File: config.mk
export PLATFORM = sky130hd
export DESIGN_NAME = l1_cache_control_flat
export DESIGN_NICKNAME = d
export VERILOG_FILES = /design/src/rtl/l1_cache_control_if.sv /design/src/rtl/l1_cache_control.sv /design/src/flat_wrapper.sv
export SDC_FILE = /design/constraint.sdc
export NUM_CORES = 1
export LEC_CHECK = 0
export CAP_MARGIN = 20
export CORE_UTILIZATION = 50
export DETAILED_ROUTE_END_ITERATION = 8
export PLACE_DENSITY = 0.84
export SLEW_MARGIN = 30
export SYNTH_ARGS = -nofsm -noshare
export SYNTH_HDL_FRONTEND = slang
export SYNTH_SLANG_ARGS = --single-unit
File: constraint.sdc
create_clock -name clk -period 3.3 [get_ports clk]
set_input_delay 0.33 -clock clk [delete_from_list [all_inputs] [get_ports clk]]
set_output_delay 0.33 -clock clk [all_outputs]
set_load 0.05 [all_outputs]
File: src/rtl/l1_cache_control_if.sv
// CPU, datapath and L2 signals seen by the L1 cache controller.
// The controller takes the master modport; the datapath/CPU/L2 side takes the slave modport.
interface l1_cache_control_if;
    // CPU side
    logic       mem_read;
    logic       mem_write;
    logic       mem_resp;
    // Datapath status for the indexed set
    logic       hit0;
    logic       hit1;
    logic       v_out0;
    logic       v_out1;
    logic       d_out0;
    logic       d_out1;
    logic       lru_out;
    // Array write controls
    logic       load_lru;
    logic       lru_in;
    logic       load_TD0;
    logic       load_TD1;
    logic       load_v0;
    logic       load_v1;
    logic       load_d0;
    logic       load_d1;
    logic       v_in0;
    logic       v_in1;
    logic       d_in0;
    logic       d_in1;
    logic       l2wdata_sel;
    logic [1:0] l2addr_sel;
    // L2 side
    logic       l2_read;
    logic       l2_write;
    logic       l2_resp;

    modport master (
        input  mem_read, mem_write, hit0, hit1, v_out0, v_out1, d_out0, d_out1,
               lru_out, l2_resp,
        output mem_resp, load_lru, lru_in, load_TD0, load_TD1, load_v0, load_v1,
               load_d0, load_d1, v_in0, v_in1, d_in0, d_in1, l2wdata_sel,
               l2addr_sel, l2_read, l2_write
    );

    modport slave (
        output mem_read, mem_write, hit0, hit1, v_out0, v_out1, d_out0, d_out1,
               lru_out, l2_resp,
        input  mem_resp, load_lru, lru_in, load_TD0, load_TD1, load_v0, load_v1,
               load_d0, load_d1, v_in0, v_in1, d_in0, d_in1, l2wdata_sel,
               l2addr_sel, l2_read, l2_write
    );
endinterface

File: src/rtl/l1_cache_control.sv
// Two-way L1 cache controller: zero-wait hits, write-back of dirty victims, line allocation
// from L2, and saturating hit/miss event counters.
module l1_cache_control #(
    parameter int unsigned CNT_W = 16
) (
    input  logic                    clk,
    input  logic                    reset_n,
    l1_cache_control_if.master      bus,
    output logic [CNT_W-1:0]        hit_count,
    output logic [CNT_W-1:0]        miss_count
);

    typedef enum logic [1:0] {
        StIdle,
        StWriteback,
        StAllocate
    } state_e;

    state_e           state_q, state_d;
    logic             vic_q, vic_d;
    logic [CNT_W-1:0] hit_cnt_q, miss_cnt_q;
    logic             hit_inc, miss_inc;

    logic req, hit, hw, victim_dirty;

    assign req = bus.mem_read | bus.mem_write;
    assign hit = bus.hit0 | bus.hit1;
    // Both tag matches set is illegal; way0 wins.
    assign hw  = bus.hit1 & ~bus.hit0;
    assign victim_dirty = bus.lru_out ? (bus.v_out1 & bus.d_out1) : (bus.v_out0 & bus.d_out0);

    always_ff @(posedge clk or negedge reset_n) begin
        if (!reset_n) begin
            state_q <= StIdle;
            vic_q   <= 1'b0;
        end else begin
            state_q <= state_d;
            vic_q   <= vic_d;
        end
    end

    always_comb begin
        state_d         = state_q;
        vic_d           = vic_q;
        hit_inc         = 1'b0;
        miss_inc        = 1'b0;
        bus.mem_resp    = 1'b0;
        bus.load_lru    = 1'b0;
        bus.lru_in      = 1'b0;
        bus.load_TD0    = 1'b0;
        bus.load_TD1    = 1'b0;
        bus.load_v0     = 1'b0;
        bus.load_v1     = 1'b0;
        bus.load_d0     = 1'b0;
        bus.load_d1     = 1'b0;
        bus.v_in0       = 1'b0;
        bus.v_in1       = 1'b0;
        bus.d_in0       = 1'b0;
        bus.d_in1       = 1'b0;
        bus.l2wdata_sel = 1'b0;
        bus.l2addr_sel  = 2'd0;
        bus.l2_read     = 1'b0;
        bus.l2_write    = 1'b0;

        unique case (state_q)
            StIdle: begin
                if (req && hit) begin
                    bus.mem_resp    = 1'b1;
                    bus.load_lru    = 1'b1;
                    bus.lru_in      = ~hw;
                    bus.l2wdata_sel = hw;
                    hit_inc         = 1'b1;
                    // Write hit: mark the line valid+dirty and let the writelogic merge the word.
                    if (bus.mem_write) begin
                        if (hw) begin
                            bus.load_TD1 = 1'b1;
                            bus.load_d1  = 1'b1;
                            bus.d_in1    = 1'b1;
                            bus.load_v1  = 1'b1;
                            bus.v_in1    = 1'b1;
                        end else begin
                            bus.load_TD0 = 1'b1;
                            bus.load_d0  = 1'b1;
                            bus.d_in0    = 1'b1;
                            bus.load_v0  = 1'b1;
                            bus.v_in0    = 1'b1;
                        end
                    end
                end else if (req) begin
                    vic_d    = bus.lru_out;
                    miss_inc = 1'b1;
                    state_d  = victim_dirty ? StWriteback : StAllocate;
                end
            end

            StWriteback: begin
                bus.l2_write    = 1'b1;
                bus.l2wdata_sel = vic_q;
                bus.l2addr_sel  = vic_q ? 2'd2 : 2'd1;
                if (bus.l2_resp) begin
                    state_d = StAllocate;
                end
            end

            StAllocate: begin
                bus.l2_read    = 1'b1;
                bus.l2addr_sel = 2'd0;
                if (bus.l2_resp) begin
                    if (vic_q) begin
                        bus.load_TD1 = 1'b1;
                        bus.load_v1  = 1'b1;
                        bus.v_in1    = 1'b1;
                        bus.load_d1  = 1'b1;
                        bus.d_in1    = 1'b0;
                    end else begin
                        bus.load_TD0 = 1'b1;
                        bus.load_v0  = 1'b1;
                        bus.v_in0    = 1'b1;
                        bus.load_d0  = 1'b1;
                        bus.d_in0    = 1'b0;
                    end
                    state_d = StIdle;
                end
            end

            default: state_d = StIdle;
        endcase

        // Reset must silence every strobe immediately, not just at the next edge.
        if (!reset_n) begin
            hit_inc         = 1'b0;
            miss_inc        = 1'b0;
            bus.mem_resp    = 1'b0;
            bus.load_lru    = 1'b0;
            bus.lru_in      = 1'b0;
            bus.load_TD0    = 1'b0;
            bus.load_TD1    = 1'b0;
            bus.load_v0     = 1'b0;
            bus.load_v1     = 1'b0;
            bus.load_d0     = 1'b0;
            bus.load_d1     = 1'b0;
            bus.v_in0       = 1'b0;
            bus.v_in1       = 1'b0;
            bus.d_in0       = 1'b0;
            bus.d_in1       = 1'b0;
            bus.l2wdata_sel = 1'b0;
            bus.l2addr_sel  = 2'd0;
            bus.l2_read     = 1'b0;
            bus.l2_write    = 1'b0;
        end
    end

    always_ff @(posedge clk or negedge reset_n) begin
        if (!reset_n) begin
            hit_cnt_q  <= '0;
            miss_cnt_q <= '0;
        end else begin
            if (hit_inc && (hit_cnt_q != '1)) begin
                hit_cnt_q <= hit_cnt_q + 1'b1;
            end
            if (miss_inc && (miss_cnt_q != '1)) begin
                miss_cnt_q <= miss_cnt_q + 1'b1;
            end
        end
    end

    assign hit_count  = hit_cnt_q;
    assign miss_count = miss_cnt_q;

endmodule

File: src/flat_wrapper.sv
// flat-port wrapper written by rule: the top's interface ports become plain ports
module l1_cache_control_flat 
#(
    parameter int unsigned CNT_W = 16
)
  (clk, reset_n, hit_count, miss_count, bus_mem_read, bus_mem_write, bus_hit0, bus_hit1, bus_v_out0, bus_v_out1, bus_d_out0, bus_d_out1, bus_lru_out, bus_l2_resp, bus_mem_resp, bus_load_lru, bus_lru_in, bus_load_TD0, bus_load_TD1, bus_load_v0, bus_load_v1, bus_load_d0, bus_load_d1, bus_v_in0, bus_v_in1, bus_d_in0, bus_d_in1, bus_l2wdata_sel, bus_l2addr_sel, bus_l2_read, bus_l2_write);
  l1_cache_control_if bus_i ();
  input  logic clk;
  input  logic reset_n;
  output logic [CNT_W-1:0] hit_count;
  output logic [CNT_W-1:0] miss_count;
  input wire logic [$bits(bus_i.mem_read)-1:0] bus_mem_read;
  input wire logic [$bits(bus_i.mem_write)-1:0] bus_mem_write;
  input wire logic [$bits(bus_i.hit0)-1:0] bus_hit0;
  input wire logic [$bits(bus_i.hit1)-1:0] bus_hit1;
  input wire logic [$bits(bus_i.v_out0)-1:0] bus_v_out0;
  input wire logic [$bits(bus_i.v_out1)-1:0] bus_v_out1;
  input wire logic [$bits(bus_i.d_out0)-1:0] bus_d_out0;
  input wire logic [$bits(bus_i.d_out1)-1:0] bus_d_out1;
  input wire logic [$bits(bus_i.lru_out)-1:0] bus_lru_out;
  input wire logic [$bits(bus_i.l2_resp)-1:0] bus_l2_resp;
  output wire logic [$bits(bus_i.mem_resp)-1:0] bus_mem_resp;
  output wire logic [$bits(bus_i.load_lru)-1:0] bus_load_lru;
  output wire logic [$bits(bus_i.lru_in)-1:0] bus_lru_in;
  output wire logic [$bits(bus_i.load_TD0)-1:0] bus_load_TD0;
  output wire logic [$bits(bus_i.load_TD1)-1:0] bus_load_TD1;
  output wire logic [$bits(bus_i.load_v0)-1:0] bus_load_v0;
  output wire logic [$bits(bus_i.load_v1)-1:0] bus_load_v1;
  output wire logic [$bits(bus_i.load_d0)-1:0] bus_load_d0;
  output wire logic [$bits(bus_i.load_d1)-1:0] bus_load_d1;
  output wire logic [$bits(bus_i.v_in0)-1:0] bus_v_in0;
  output wire logic [$bits(bus_i.v_in1)-1:0] bus_v_in1;
  output wire logic [$bits(bus_i.d_in0)-1:0] bus_d_in0;
  output wire logic [$bits(bus_i.d_in1)-1:0] bus_d_in1;
  output wire logic [$bits(bus_i.l2wdata_sel)-1:0] bus_l2wdata_sel;
  output wire logic [$bits(bus_i.l2addr_sel)-1:0] bus_l2addr_sel;
  output wire logic [$bits(bus_i.l2_read)-1:0] bus_l2_read;
  output wire logic [$bits(bus_i.l2_write)-1:0] bus_l2_write;
  assign bus_i.mem_read = bus_mem_read;
  assign bus_i.mem_write = bus_mem_write;
  assign bus_i.hit0 = bus_hit0;
  assign bus_i.hit1 = bus_hit1;
  assign bus_i.v_out0 = bus_v_out0;
  assign bus_i.v_out1 = bus_v_out1;
  assign bus_i.d_out0 = bus_d_out0;
  assign bus_i.d_out1 = bus_d_out1;
  assign bus_i.lru_out = bus_lru_out;
  assign bus_i.l2_resp = bus_l2_resp;
  assign bus_mem_resp = bus_i.mem_resp;
  assign bus_load_lru = bus_i.load_lru;
  assign bus_lru_in = bus_i.lru_in;
  assign bus_load_TD0 = bus_i.load_TD0;
  assign bus_load_TD1 = bus_i.load_TD1;
  assign bus_load_v0 = bus_i.load_v0;
  assign bus_load_v1 = bus_i.load_v1;
  assign bus_load_d0 = bus_i.load_d0;
  assign bus_load_d1 = bus_i.load_d1;
  assign bus_v_in0 = bus_i.v_in0;
  assign bus_v_in1 = bus_i.v_in1;
  assign bus_d_in0 = bus_i.d_in0;
  assign bus_d_in1 = bus_i.d_in1;
  assign bus_l2wdata_sel = bus_i.l2wdata_sel;
  assign bus_l2addr_sel = bus_i.l2addr_sel;
  assign bus_l2_read = bus_i.l2_read;
  assign bus_l2_write = bus_i.l2_write;
  l1_cache_control #(.CNT_W(CNT_W)) u_core (.clk(clk), .reset_n(reset_n), .bus(bus_i), .hit_count(hit_count), .miss_count(miss_count));
endmodule
==> results.toml, run 1 <==
[clocking]
post_cts_buffers = 0
cts.htree.levels = 2
hold_buffers = 0
cts-root-buf = "clkbuf_8"
cts_resized = 0
clock_path_buffers = 2
cts_buffers = 5
insertion_delay_ns = 0.29
path_clk_slew_ns = 0.07
clock_sinks = 35
cts_tree = "built"

[logic_synthesis]
yosys_register_bits = 35
seq_area_frac_synth_pct = 44.3
synthCells = 197
synthesis.area_um2 = 1980
yosysWarnings = 0
yosysUniqueCellTypes = 40
synth_area_per_cell_um2 = 10.0
syn_nets = 211

[drt]
vias_per_cell = 5.61
antenna_left = 0
routedWlPerCell_um = 14.7
drt_wl_total_mm = 4.46
drtIter0Drc = 101
detailroute.via_count = 1704
drc = 0
dr.pass1.iters = 4

[layout]
multi_input_area_um2 = 1010
antenna_cells = 0
nFillCells = 292
final_nets = 269
area_delta_synth_final_pct = 38.6
drive_gt1_share_pct = 17.2
final_core_util_pct = 73.8
seqCellArea_um2 = 876

[timing]
skew_ns = 0.00860
hold_slack_ns = 0.507
relSlewSlack_pct = 50.5
tightestPinTransition_ns = 0.736
finalSetupViolCount = 0
finalSetupTns_ns = 0
rsz0062_at_grt = "no"
period_needed_ns = 2.64
fin_crit_sh_pct = 80.1
max_freq_mhz = 378
hold_viol = 0
slew_viol_final = 0

[pwr]
p_seq_share_pct = 35.7
combPwrFrac_pct = 40.9
peakVddDrop_mv = 0.509
power_frac_clock_pct = 23.4
netSwitchingFraction_pct = 41.8
pwr_density_cell_nw_per_um2 = 618
p_int_w = 0.000988
p_leak_nw = 1.15
power.switching_w = 0.000708

[placement]
gp_congestion = 0.815
hpwl_mm = 3.25
port_buffers = 61

[global_routing]
grt_pass1_vias = 1608
grt_remaining_overflow = 0
antenna_found_initial = 0
grt_usage_pct = 23.8
grt_max_degree = 39
grt_pass1_wl_mm = 7.59

[floorplan]
num_rows = 22
chipWidth_um = 64.9
chipHeight_um = 64.9
die_area_um2 = 4210
start_util_pct = 53.2
core-area_um2 = 3720
ios = 62

[worst_setup_path]
path_class = "input pin to primary output"
worstPathArrival_ns = 2.31
r2r_slack_ns = 0.92
crit_path_max_fanout = 38
reg2reg_to = "u_core.miss_count[1]"
reg2reg_from = "u_core.state_q[1]"
cp-end-kind = "primary output"
startpoint_type = "input pin"
reg2regPathDepth = 4
crit_required_ns = 2.97

[outcome]
status = "completed"

[hold_path]
min-delay-path-class = "input pin to asynchronous set/reset pin"

[run]
drv_cap = 0
## power by group through the flow
stage          clock network (W)  registers [W]  logic [W]
2_1_floorplan                  0       0.000761   0.000311
3_3_place_gp                   0       0.000606   0.000685
3_5_place_dp                   0       0.000607   0.000697
4_1_cts                 0.000408       0.000601   0.000699
5_1_grt                 0.000435       0.000619   0.000733
6_report                0.000397       0.000605   0.000694
## how the worst max path moves through the flow
stage	from	to	slack (ns)	cells after the start
after floorplan	u_core.state_q[1]	bus_l2wdata_sel	0.84	3
after global placement	reset_n	bus_l2_write	0.66	5
after detailed placement	reset_n	bus_l2_write	0.62	5
after CTS	reset_n	bus_l2_write	0.62	5
after global routing	reset_n	bus_l2_write	0.48	5
final	reset_n	bus_l2_write	0.66	5
## layout make-up
class | count | share of cell area, %
Clock inverter | 2 | 1.28
Sequential cell | 35 | 31.9
Tap cell | 48 | 2.19
Multi-Input combinational cell | 145 | 36.8
Inverter | 5 | 0.684
Timing Repair Buffer | 63 | 24.1
Clock buffer | 6 | 3.01
## layer usage
metal / GRT usage (%) / vias to the layer above / wire length, um
li1: - / 824 / -
met1: 32.1 / 807 / 2000
met2: 35.9 / 64 / 2100
met3: 6.16 / 9 / 279
met4: 10.0 / 0 / 77
met5: 0 / - / 0
## critical path: stages
cell             delay, ns
clkdlybuf4s50_1       0.49
buf_4                 0.42
nand2_1               0.16
nor2_1                0.11
clkdlybuf4s50_1       0.80
## cells in the final DEF, fill, tap and decap left out, types with 3 or more instances in the layout
cell	count
nand2_1	18
nand3_1	12
dfrtp_1	35
inv_1	5
mux2_2	8
and2_1	3
nor3_1	12
nor4_1	3
xor2_1	13
buf_12	6
clkbuf_8	6
o21ai_0	4
and3_1	3
buf_4	12
nand4_1	9
clkdlybuf4s50_1	45
nor4_2	6
and4_1	3
nor2_1	13
xnor2_1	11
## stage by stage
step / cell area (um2) / setup slack (ns) / instances / total power [W]
5_1_grt: 2740 / 0.485 / 304 / 0.00179
4_1_cts: 2740 / 0.619 / 304 / 0.00171
3_5_place_dp: 2630 / 0.623 / 296 / 0.00130
3_3_place_gp: 2630 / 0.658 / 296 / 0.00129
2_1_floorplan: 1980 / 0.842 / 197 / 0.00107
6_report: 2740 / 0.657 / 304 / 0.00170
## synth_stat cells (all sizes together)
library cell / n / area, um2
or2: 2 / 12.5
o22ai: 1 / 6.26
nand4bb: 1 / 11.3
nand2: 18 / 67.6
nor4b: 3 / 47.5
and3: 3 / 18.8
nand3: 12 / 60.1
nand2b: 2 / 12.5
or3b: 1 / 8.76
clkbuf: 3 / 11.3
buf: 9 / 68.8
inv: 5 / 18.8
and4: 3 / 26.3
a31oi: 2 / 12.5
or4: 2 / 18.8
nand4: 9 / 56.3
xnor2: 11 / 96.3
nor2b: 2 / 12.5
nor3: 12 / 60.1
mux2: 8 / 90.1
a21oi: 1 / 5.00
xor2: 13 / 114
o21ai: 4 / 20.0
a21o: 1 / 7.51
dfrtp: 35 / 876
o211ai: 2 / 15.0
a221oi: 1 / 8.76
a32oi: 2 / 17.5
o2111ai: 2 / 17.5
nor4: 9 / 87.6
ha: 2 / 25.0
nor2: 13 / 48.8
and2: 3 / 18.8
## flip-flops by register name (all words and copies together), names as in the netlist
name,cells
u_core.hit_count,16
u_core.miss_count,16
u_core.state_q,2
u_core.vic_q,1
## kinds of logic after synthesis
kind of cell / Yosys count / synth area share (%)
AOI/OAI and AO/OA: 16 / 5.57
xor gates and xnor gates: 24 / 10.6
adders and majority gates: 2 / 1.26
buffers and inverters: 17 / 5.00
DFF: 35 / 44.3
muxes: 8 / 4.55
and+or+nand+nor: 95 / 28.7
Power figures use the tool's default switching activity.
==> run 2, diff against run 1 <==
--- a/config.mk
+++ b/config.mk
@@ -6,9 +6,9 @@
 export NUM_CORES = 1
 export LEC_CHECK = 0
 export CAP_MARGIN = 20
-export CORE_UTILIZATION = 50
+export CORE_UTILIZATION = 46
 export DETAILED_ROUTE_END_ITERATION = 8
-export PLACE_DENSITY = 0.84
+export PLACE_DENSITY = 0.78
 export SLEW_MARGIN = 30
 export SYNTH_ARGS = -nofsm -noshare
 export SYNTH_HDL_FRONTEND = slang
==> constraint.sdc (replaced) <==
create_clock -name clk -period 2.8 [get_ports clk]
set_input_delay 0.28 -clock clk [delete_from_list [all_inputs] [get_ports clk]]
set_output_delay 0.28 -clock clk [all_outputs]
set_load 0.05 [all_outputs]
==> run 2 against run 1 <==
Clock power is 38% higher. Largest power group unchanged. Clock skew fell by 0.00078 ns. Total power is 23% higher. Via count is 0.18% higher. Global-route usage down 0.95 points. Worst hold slack got worse by 0.19 ns. First-iteration DRC count grew 3.0%. Die area increased by 8.4%. Count of clock-buffer cells in the layout unchanged. Highest routed layer unchanged. Routed wire length grew 4.7%. Cell count rose by 2.0%. Register-to-register slack got worse by 0.35 ns.
==> results.toml, run 2 (same netlist as run 1, synthesis figures left out) <==
[drt]
dr.pass1.iters = 4
drt_wl_total_mm = 4.67
detailroute.via_count = 1707
antenna_left = 0
drc = 0
vias_per_cell = 5.51
routedWlPerCell_um = 15.1
drtIter0Drc = 104

[clocking]
cts_buffers = 5
path_clk_slew_ns = 0.07
cts_resized = 0
post_cts_buffers = 0
cts-root-buf = "clkbuf_8"
cts.htree.levels = 2
insertion_delay_ns = 0.30
clock_path_buffers = 2
cts_tree = "built"
clock_sinks = 35

[layout]
final_cell_mix = "50 x clkdlybuf4s50_1, 35 x dfrtp_1, 18 x nand2_1, 13 x nor2_1, 13 x xor2_1"
antenna_cells = 0
final_core_util_pct = 68.5
drive_gt1_share_pct = 15.8
final_nets = 273
final_common_cell = "clkdlybuf4s50_1"
area_delta_synth_final_pct = 40.4

[worst_setup_path]
startpoint_type = "input pin"
path_class = "input pin to primary output"
worstPathArrival_ns = 2.28
r2r_slack_ns = 0.57
cp-end-kind = "primary output"
crit_path_max_fanout = 8
reg2reg_from = "u_core.state_q[0]"
startpoint = "reset_n"
crit_required_ns = 2.52

[outcome]
status = "completed"

[timing]
tightestPinTransition_ns = 0.509
relSlewSlack_pct = 65.9
finalSetupTns_ns = 0
skew_ns = 0.00783
hold_slack_ns = 0.318
setup_ws_ns = 0.244
rsz0062_at_grt = "no"
fin_crit_sh_pct = 91.3
finalSetupViolCount = 0
slew_viol_final = 0
period_needed_ns = 2.56
max_freq_mhz = 391
hold_viol = 0

[floorplan]
die_area_um2 = 4570
core-area_um2 = 4060
start_util_pct = 48.8
chipHeight_um = 67.6
num_rows = 23
chipWidth_um = 67.6
ios = 62

[placement]
hpwl_mm = 3.48
dp_slack_ns = 0.375
gp_congestion = 0.846
port_buffers = 61

[global_routing]
grt_pass1_wl_mm = 7.76
grt_remaining_overflow = 0
antenna_found_initial = 0
grt_usage_pct = 22.8
grt_pass1_vias = 1645
grt_max_degree = 35

[run]
drv_cap = 0

[pwr]
peakVddDrop_mv = 0.471
p_leak_nw = 1.16
pwr_density_cell_nw_per_um2 = 751

[hold_path]
min-delay-path-class = "input pin to asynchronous set/reset pin"
[run 2: changes by cell type in the layout (fill, tap and decap cells not counted)]
| cell | change |
|---|---|
| clkbuf_1 | +1 |
| buf_2 | +1 |
| clkdlybuf4s50_1 | +5 |
| clkinv_2 | -1 |
| buf_12 | -2 |
| clkbuf_8 | -1 |
| bufinv_16 | +1 |
| buf_4 | -1 |
| dlygate4sd3_1 | +1 |
[run 2: what timing repair did]
| item | in CTS | in global routing |
|---|---|---|
| hold endpoints to repair | 1 | 0 |
| setup endpoints to repair | 0 | 0 |
| hold buffers | 1 | 0 |
[run 2: per-stage QoR]
step,instance area [um2],std cells,total power (W)
floorplan,1980,197,0.00126
global placement,2640,301,0.00153
detailed placement,2640,301,0.00155
CTS,2780,310,0.00210
global route,2780,310,0.00219
finish,2780,310,0.00209
[run 2: layout make-up]
type | instances | area (um2)
sequential | 35 | 876
clock buffer | 6 | 72.6
inverter | 5 | 18.8
tap | 50 | 62.6
multi-input combinational | 145 | 1010
timing repair buffer | 67 | 678
fill | 332 | 1280
clock inverter | 2 | 60.1
[run 2: power breakdown]
| group | leakage, nW | internal [W] | switching [W] |
|---|---|---|---|
| Combinational | 0.632 | 0.000301 | 0.000544 |
| Sequential | 0.464 | 0.000584 | 0.000108 |
| Clock | 0.0654 | 0.000356 | 0.000192 |
| Total | 1.16 | 0.00124 | 0.000844 |
[run 2: path summary, 6_finish.rpt]
kind | end | cells after the start
worst min-delay path | u_core.state_q[1] | 2
worst max-delay path | bus_load_lru | 6
max in group asynchronous | u_core.hit_count[6] | 3
worst min register to register | u_core.miss_count[5] | 1
min in group clk | u_core.miss_count[5] | 1
worst max register to register | u_core.hit_count[1] | 5
[run 2: critical path, stage by stage]
cell,delay (ns)
dlygate4sd3_1,0.52
buf_2,0.15
or3b_1,0.49
or2_0,0.36
inv_1,0.28
buf_12,0.18
[run 2: metal layers]
layer  routed length, um  share of wire, %  up-vias  global-route usage, %
met2                2350                50       49                   37.9
met3                 277               5.9        9                   9.29
met5                   0                 0        -                      0
met4                  61               1.3        0                   6.65
met1                1970                42      823                   26.8
li1                    -                 -      826                      -
==> run 3, diff against run 2 <==
--- a/config.mk
+++ b/config.mk
@@ -6,10 +6,9 @@
 export NUM_CORES = 1
 export LEC_CHECK = 0
 export CAP_MARGIN = 20
-export CORE_UTILIZATION = 46
+export CORE_UTILIZATION = 50
 export DETAILED_ROUTE_END_ITERATION = 8
-export PLACE_DENSITY = 0.78
-export SLEW_MARGIN = 30
+export PLACE_DENSITY = 0.84
 export SYNTH_ARGS = -nofsm -noshare
 export SYNTH_HDL_FRONTEND = slang
 export SYNTH_SLANG_ARGS = --single-unit
==> constraint.sdc (replaced) <==
create_clock -name clk -period 3 [get_ports clk]
set_input_delay 0.3 -clock clk [delete_from_list [all_inputs] [get_ports clk]]
set_output_delay 0.3 -clock clk [all_outputs]
set_load 0.05 [all_outputs]
==> run 3 against run 2 <==
Cell area increased by 3.7%. Clock skew fell by 0.0018 ns. Routed wire length decreased by 1.6%. Worst setup slack improved by 0.30 ns. Non-clock buffer count down 1. Die area is 7.8% lower.
==> results.toml, run 3 (same netlist as run 1, synthesis figures left out) <==
[placement]
hpwl_mm = 3.48
gp_congestion = 0.848
dpl_cell_area_um2 = 2770
port_buffers = 61

[worst_setup_path]
path_class = "flip-flop to primary output"
cp-end-kind = "primary output"
critPathTopFamily = "simple AND/OR/NAND/NOR gates"
startpoint_type = "flip-flop"
crit_path_max_fanout = 11
slowest_stage = "or3b_1"
path_cells = "or3b_1 -> or2_0 -> inv_1 -> buf_12"
crit_required_ns = 2.70
critPathBufInv = 2
worstPathArrival_ns = 2.15
critPathMaxStageDelay_ns = 0.53

[layout]
fin_area_um2 = 2880
area_delta_synth_final_pct = 45.6
final_cell_mix = "43 x clkdlybuf4s50_1, 35 x dfrtp_1, 18 x nand2_1, 16 x buf_12"
drive_gt1_share_pct = 18.9
nFillCells = 269
multi_input_area_um2 = 1010
final_nets = 272
final_common_cell = "clkdlybuf4s50_1"
antenna_cells = 0
seqCellArea_um2 = 876

[clocking]
post_cts_buffers = 0
cts_buffers = 5
insertion_delay_ns = 0.29
hold_buffers = 0
cts_resized = 0
clock_path_buffers = 2
cts-root-buf = "clkbuf_8"
cts.htree.levels = 2
clock_sinks = 35
cts_tree = "built"
path_clk_slew_ns = 0.07

[pwr]
p_leak_nw = 1.20
pwr_density_cell_nw_per_um2 = 669
peakVddDrop_mv = 0.689

[timing]
fin_crit_sh_pct = 81.7
rsz0062_at_grt = "no"
finalSetupTns_ns = 0
slew_viol_final = 0
hold_slack_ns = 0.492
hold_viol = 0
period_needed_ns = 2.45
relSlewSlack_pct = 64.5
skew_ns = 0.00598
max_freq_mhz = 408
finalSetupViolCount = 0
tightestPinTransition_ns = 0.530

[drt]
drc = 0
drt_wl_total_mm = 4.59
vias_per_cell = 5.66
antenna_left = 0
drtIter0Drc = 75
routedWlPerCell_um = 15.0
dr.pass1.iters = 4
detailroute.via_count = 1739

[global_routing]
grt_usage_pct = 24.8
grt_max_degree = 39
antenna_found_initial = 0
grt_pass1_vias = 1626
grt_pass1_wl_mm = 7.96
grt_remaining_overflow = 0

[floorplan]
ios = 62
chipHeight_um = 64.9
core-area_um2 = 3720
num_rows = 22
start_util_pct = 53.2
die_area_um2 = 4210
chipWidth_um = 64.9

[hold_path]
min-delay-path-class = "input pin to asynchronous set/reset pin"

[run]
drv_cap = 0

[outcome]
status = "completed"
[run 3: final timing paths]
kind                                          to  depth (start not counted)  slack [ns]                   from
min in group clk           u_core.miss_count[10]                          1        0.50  u_core.miss_count[10]
max reg2reg                  u_core.hit_count[1]                          5        0.62      u_core.state_q[1]
min reg2reg                u_core.miss_count[10]                          1        0.50  u_core.miss_count[10]
max in group asynchronous    u_core.hit_count[9]                          2        2.18                reset_n
min                         u_core.miss_count[4]                          2        0.49                reset_n
max                                 bus_mem_resp                          4        0.55      u_core.state_q[1]
[run 3: power breakdown]
group          switching (W)  internal, W  total (W)
logic               0.000511     0.000326   0.000837
clock network       0.000174     0.000247   0.000421
registers           0.000123     0.000545   0.000668
total               0.000808      0.00112    0.00193
[run 3: metal layers]
metal	routed length (um)	vias up	global-route usage [%]
met5	0	-	0
met4	72	0	9.44
met3	239	9	6.51
met2	2230	51	36.8
met1	2060	846	34.5
li1	-	833	-
[run 3: layout make-up]
class / count / share of cell area [%]
Inverter: 5 / 0.652
Timing Repair Buffer: 66 / 27.9
Multi-Input combinational cell: 145 / 35.1
Sequential cell: 35 / 30.4
Clock inverter: 3 / 1.52
Tap cell: 48 / 2.09
Clock buffer: 5 / 2.39
[run 3: per-stage QoR]
| stage | worst slack [ns] | power (W) | cells | utilization (%) |
|---|---|---|---|---|
| floorplan | 0.572 | 0.00118 | 197 | - |
| global placement | 0.406 | 0.00148 | 299 | 74.5 |
| detailed placement | 0.359 | 0.00151 | 299 | 74.5 |
| CTS | 0.537 | 0.00194 | 307 | 77.5 |
| global route | 0.403 | 0.00202 | 307 | 77.5 |
| finish | 0.548 | 0.00193 | 307 | 77.5 |
